==> src/rtl/cpu_pkg.sv <==
// Shared definitions for the 16-bit, 4-register multi-cycle CPU.
// Widths, ALU op encodings and opcode constants used by both control and datapath.
package cpu_pkg;

    localparam int DATA_W   = 16;
    localparam int REG_AW   = 2;
    localparam int NUM_REGS = 1 << REG_AW;

    localparam logic ALU_ADD = 1'b0;
    localparam logic ALU_SUB = 1'b1;

    typedef enum logic [2:0] {
        OP_ADD   = 3'b000,
        OP_SUB   = 3'b001,
        OP_LOAD  = 3'b100,
        OP_STORE = 3'b101
    } opcode_e;

endpackage

==> src/rtl/cpu_regfile.sv <==
// Register file: two combinational read ports and one synchronous write port.
// All entries are ordinary writable registers, cleared by the asynchronous reset.
module cpu_regfile
    import cpu_pkg::*;
(
    input  logic              clk,
    input  logic              reset,
    input  logic [REG_AW-1:0] raddr_a_i,
    input  logic [REG_AW-1:0] raddr_b_i,
    output logic [DATA_W-1:0] rdata_a_o,
    output logic [DATA_W-1:0] rdata_b_o,
    input  logic              we_i,
    input  logic [REG_AW-1:0] waddr_i,
    input  logic [DATA_W-1:0] wdata_i
);

    logic [DATA_W-1:0] regs_q [NUM_REGS];

    // NOTE: the array is reset entry by entry, so it maps onto flops rather than a RAM;
    // that is what lets reset clear every register and abort any pending write-back.
    always_ff @(posedge clk or posedge reset) begin
        if (reset) begin
            for (int i = 0; i < NUM_REGS; i++) begin
                regs_q[i] <= '0;
            end
        end else if (we_i) begin
            regs_q[waddr_i] <= wdata_i;
        end
    end

    assign rdata_a_o = regs_q[raddr_a_i];
    assign rdata_b_o = regs_q[raddr_b_i];

endmodule

==> src/rtl/cpu_datapath.sv <==
// Multi-cycle datapath: register file, add/sub ALU, inter-state holding registers
// and the shared instruction/data memory port, driven by the control FSM's strobes.
module cpu_datapath
    import cpu_pkg::*;
(
    input  logic              clk,
    input  logic              reset,
    input  logic [REG_AW-1:0] rs1,
    input  logic [REG_AW-1:0] rs2,
    input  logic [REG_AW-1:0] rd,
    input  logic              alu_op,
    input  logic              immediate,
    input  logic [DATA_W-1:0] imm_in,
    input  logic              exec_strobe,
    input  logic              reg_we,
    input  logic              addr_sel,
    input  logic              mem_we,
    input  logic [DATA_W-1:0] pc_in,
    input  logic [DATA_W-1:0] mem_rdata,
    output logic [DATA_W-1:0] mem_addr,
    output logic [DATA_W-1:0] mem_wdata,
    output logic              mem_wen,
    output logic [DATA_W-1:0] alu_q,
    output logic              zero,
    output logic              carry,
    output logic              ovf,
    output logic              store_err
);

    logic [DATA_W-1:0] rf_a;
    logic [DATA_W-1:0] rf_b;
    logic [DATA_W-1:0] wb_data;

    logic [DATA_W-1:0] b_q;
    logic [DATA_W-1:0] mdr_q;
    logic [REG_AW-1:0] dst_q;
    logic              mem_q;
    logic              carry_q;
    logic              ovf_q;
    logic              store_err_q;

    logic [DATA_W-1:0] op_b;
    logic [DATA_W-1:0] b_eff;
    logic [DATA_W:0]   sum;
    logic [DATA_W-1:0] alu_d;
    logic              carry_d;
    logic              ovf_d;

    // Write-back reads only the latched dst_q/mem_q, so a new instruction can
    // be executing on the same edge without disturbing the previous result.
    assign wb_data = mem_q ? mdr_q : alu_q;

    cpu_regfile u_regfile (
        .clk       (clk),
        .reset     (reset),
        .raddr_a_i (rs1),
        .raddr_b_i (rs2),
        .rdata_a_o (rf_a),
        .rdata_b_o (rf_b),
        .we_i      (reg_we),
        .waddr_i   (dst_q),
        .wdata_i   (wb_data)
    );

    // Subtraction is A + ~B + 1, so carry-out means "no borrow" and the overflow
    // test uses the inverted operand as the effective B.
    // NOTE: every output of this block is assigned on every path, so no latch can form.
    always_comb begin
        op_b    = immediate ? imm_in : rf_b;
        b_eff   = (alu_op == ALU_SUB) ? ~op_b : op_b;
        sum     = {1'b0, rf_a} + {1'b0, b_eff} + {{DATA_W{1'b0}}, alu_op};
        alu_d   = sum[DATA_W-1:0];
        carry_d = sum[DATA_W];
        ovf_d   = (rf_a[DATA_W-1] == b_eff[DATA_W-1]) && (alu_d[DATA_W-1] != rf_a[DATA_W-1]);
    end

    // NOTE: non-blocking assignments keep every register sampling pre-edge values,
    // which the same-edge exec/write-back overlap depends on.
    always_ff @(posedge clk or posedge reset) begin
        if (reset) begin
            alu_q       <= '0;
            b_q         <= '0;
            mdr_q       <= '0;
            dst_q       <= '0;
            mem_q       <= 1'b0;
            carry_q     <= 1'b0;
            ovf_q       <= 1'b0;
            store_err_q <= 1'b0;
        end else begin
            if (exec_strobe) begin
                alu_q   <= alu_d;
                b_q     <= rf_b;
                dst_q   <= immediate ? rs2 : rd;
                mem_q   <= immediate;
                carry_q <= carry_d;
                ovf_q   <= ovf_d;
            end
            if (addr_sel && !mem_we) begin
                mdr_q <= mem_rdata;
            end
            if (mem_we && !addr_sel) begin
                store_err_q <= 1'b1;
            end
        end
    end

    assign mem_addr  = addr_sel ? alu_q : pc_in;
    assign mem_wdata = b_q;
    assign mem_wen   = mem_we & addr_sel;
    assign zero      = (alu_q == '0);
    assign carry     = carry_q;
    assign ovf       = ovf_q;
    assign store_err = store_err_q;

endmodule

==> config.mk <==
export PLATFORM = sky130hd
export DESIGN_NAME = cpu_datapath
export DESIGN_NICKNAME = d
export VERILOG_FILES = /design/src/rtl/cpu_pkg.sv /design/src/rtl/cpu_regfile.sv /design/src/rtl/cpu_datapath.sv
export SDC_FILE = /design/constraint.sdc
export NUM_CORES = 1
export LEC_CHECK = 0
export CORE_MARGIN = 2
export CORE_UTILIZATION = 49
export CTS_CLUSTER_SIZE = 28
export DETAILED_ROUTE_END_ITERATION = 8
export GPL_TIMING_DRIVEN = 0
export PLACE_DENSITY = 0.82
export SLEW_MARGIN = 20
export SYNTH_ARGS = -nofsm -noshare
export SYNTH_HDL_FRONTEND = slang
export SYNTH_HIERARCHICAL = 1
export SYNTH_SLANG_ARGS = --single-unit
==> constraint.sdc <==
create_clock -name clk -period 2.6 [get_ports clk]
set_input_delay 0.52 -clock clk [delete_from_list [all_inputs] [get_ports clk]]
set_output_delay 0.52 -clock clk [all_outputs]
set_load 0.01 [all_outputs]
==> metrics.md <==
| Metric | Value |
|---|---|
| Number of synthesis warnings | 6 |
| First-pass GRT wire length | 29,900 µm |
| Internal Power | 7.82 mW |
| Synth Flop Type | dfrtp_1 |
| Met3 Usage GRT | 6.34% |
| Final period utilization | 118% |
| CTS Sinks | 118 |
| Clock share of power | 17.4% |
| Count leader, synth | mux2_2 |
| Met1 GRT Util | 33.1% |
| WL per Instance | 24.7 µm |
| Register area | 2950 µm² |
| Slew HR | 37.3% |
| Area of the multi-input gates | 3890 µm² |
| Final setup fails | 15 |
| Synthesized area | 6720 µm² |
| Post-synth net total | 566 |
| Core Rows | 42 |
| WHS | 0.410 ns |
| Final RePlAce weighted congestion | 0.872 |
| Root Driver | clkbuf_16 |
| Final Slew Violations | 0 |
| Critical Path Source | u_regfile/regs_q[6] |
| Hold crit path type | primary input to async pin |
| Core ar. | 13,300 µm² |
| PwrDens | 1360 nW/µm² |
| Post-Syn Instances | 487 |
| Fmax achieved | 0.325 GHz |
| Worst R2R Path Depth | 10 |
| Vias in the first global route | 5,404 |
| R2R setup slack | -0.48 ns |
| Post-layout minimum cycle time | 3.08 ns |
| Post-synth top cells | mux2_2 (140), dfrtp_1 (118), mux4_2 (32) |
| CTS buffer count | 17 |
| Worst-skew pair later-pin latency | 0.42 ns |
| Worst-path clk slew | 0.06 ns |
| Worst EP arrival | 3.38 ns |
| Clock skew | 0.00731 ns |
| DPL Wire Length | 12,800 µm |
| Worst R2R End | alu_q[15] |
| WL final | 20,800 µm |
| Hold Fails Final Rpt | 0 |
| Drt initial violations | 477 |
| Vias per inst | 6.18 |
| Pre-CTS setup slack | -1.35 ns |
| Sequential share of power | 26.9% |
| Switching pwr | 4.86 mW |
| RSZ-0062 raised after global routing | yes |
| Die H | 121 µm |
| Die footprint | 14,700 µm² |
| Async S/R FF share, synth | 100% |
| Logic gate share of total power | 55.7% |
| Maximum vdd drop | 0.742 mV |
| Area Growth Syn to Fin | 38.3% |
| Total grt overflow | 0 |
| CTS Buffer Depth | 2 |
| I/O pin count | 115 |
| Largest net degree at the start of global routing | 61 |
| R2R Path Start | u_regfile/regs_q[6] |
| Share of cells above drive strength 1 | 48.2% |
| Layout fillers | 820 |
| PortBufs | 108 |
| Switch share | 38.3% |
| Critical path peak fanout | 3 |
| Final WS setup | -0.478 ns |
| GRT met2 Usage | 46.6% |
| #FFs+latches synth | 118 |
| Initial Util | 50.6% |
| Critical path class | flop to flop |
| Initial antenna violation count | 0 |
| Top cell type's share of synthesized area | 43.9% |
| Die W | 121 µm |
| Drt first pass iters | 5 |
| Post-Syn Area per Cell | 13.8 µm² |
| H-Tree Depth | 4 |
| Post-synth EDFFs | 0 |
| Total routing usage reported by global routing | 27.2% |
| Type of origin of the critical path | flop |
| Measured slew at the worst slew-check pin | 0.941 ns |
| Dominant cell type by area after synthesis | dfrtp_1 |
| Via count | 5,191 |
| Worst path required time | 2.90 ns |
| Antenna diode count | 0 |
| Number of library cell types mapped by synthesis | 49 |
| Top Usage Layer GRT | met2 |
| Crit. End Element | flop |
| Status | finished with violations |
| Drt drc | 0 |
| CTS tree | yes |
| Top cells by area, synth | dfrtp_1 (44%), mux2_2 (23%), mux4_2 (11%), xnor2_1 (3.1%), ha_1 (3.0%) |
| Post-synthesis sequential area ratio | 43.9% |
| Static Leakage | 3.84 nW |
| Failing checks | negative setup slack |
| Max Cap Viol | 0 |
| Final ANT Viol Nets | 0 |
| # nets final | 733 |
-- flip-flops by register name, summed over array words and instances, names as in the netlist --
signal and cells:
dst_q 2, mem_q 1, mdr_q 16, mem_wdata 16, ovf 1, u_regfile/regs_q 64
alu_q 16, carry 1, store_err 1
-- worst max path at each step --
stage | depth (start not counted) | slack, ns | endpoint
final | 10 | -0.48 | alu_q[15]
after global routing | 10 | -0.53 | alu_q[13]
after CTS | 15 | -0.28 | alu_q[12]
after detailed placement | 14 | -1.35 | alu_q[15]
after global placement | 14 | -1.30 | alu_q[15]
after floorplan | 13 | -0.41 | alu_q[15]
-- cell type report --
type | count | share of cell area, %
Tap cell | 176 | 2.37
Multi-Input combinational cell | 331 | 41.8
Clock buffer | 20 | 5.02
Inverter | 10 | 0.458
Buffer | 25 | 1.97
Clock inverter | 9 | 0.861
Timing Repair Buffer | 151 | 15.7
Sequential cell | 118 | 31.8
-- critical path, stage by stage, from the launching register on --
cell,delay (ns)
dfrtp_1,0.39
mux4_2,0.51
mux2i_1,0.22
xnor2_1,0.22
ha_1,0.32
a21oi_2,0.26
nand3_4,0.13
o211ai_1,0.32
nand3_4,0.14
xor2_1,0.18
mux2_2,0.28
-- cells by family (layout without fill, tap and decap cells) --
group | after synthesis | in the layout | synth area share (%)
mux | 194 | 194 | 37.7
buf+inv | 38 | 215 | 2.87
compound gates | 50 | 50 | 4.88
fa+ha+maj | 17 | 17 | 3.28
simple gates | 40 | 40 | 3.46
flops | 118 | 118 | 43.9
xor+xnor | 30 | 30 | 3.91
-- per-stage QoR --
step           util [%]  total power [mW]  cells  TNS (ns)  area (µm²)
3_3_place_gp       61.2              8.31    771    -66.63        8130
4_1_cts            68.8              11.7    833     -2.72        9150
6_report           69.9              12.7    840     -4.79        9300
5_1_grt            69.9              13.1    840     -5.76        9300
2_1_floorplan         -              6.79    487     -3.94        6830
3_5_place_dp       61.4              8.61    772    -18.60        8170
-- cell usage in the layout, fill, tap and decap left out, types with 3 or more instances in the layout --
cell type	netlist	routed
clkinv_2	0	4
mux2_4	0	5
xor2_1	6	5
a21oi_1	17	6
nand3_4	0	3
clkbuf_16	0	17
buf_6	2	6
clkdlybuf4s50_1	0	106
clkbuf_8	1	4
nand2_1	9	7
nor2_1	7	7
xnor2_1	24	21
buf_4	3	40
xnor2_2	0	3
o21ai_0	5	4
clkinvlp_4	0	4
mux2i_2	1	4
o211ai_1	5	5
dfrtp_1	118	118
mux2_2	140	135
mux2i_1	20	16
clkbuf_1	7	6
mux4_2	32	32
inv_1	10	8
buf_2	11	9
ha_2	0	6
a21o_1	6	6
a21oi_2	0	9
ha_1	16	8
nor4_1	4	3
-- routing by layer --
metal / routed length (µm) / up-vias
met1: 7860 / 2671
met3: 1560 / 84
met5: 0 / -
met2: 10400 / 272
met4: 984 / 0
li1: - / 2164
-- power by group through the flow --
stage | clock [mW] | sequential [mW] | combinational (mW)
final | 2.20 | 3.41 | 7.06
after global routing | 2.29 | 3.50 | 7.30
after CTS | 2.19 | 3.33 | 6.17
after detailed placement | 0 | 3.33 | 5.27
after global placement | 0 | 3.23 | 5.08
after floorplan | 0 | 3.25 | 3.54
-- repair_timing --
item / CTS / global route
hold buffers: 0 / 0
endpoints found under the hold margin: 0 / 0
resized for setup: 45 / 21
pin swaps: 35 / 30
gates cloned: 1 / 0
endpoints found under the setup margin: 27 / 15
setup buffers: 33 / 8
(Power assumes the default switching activity.)
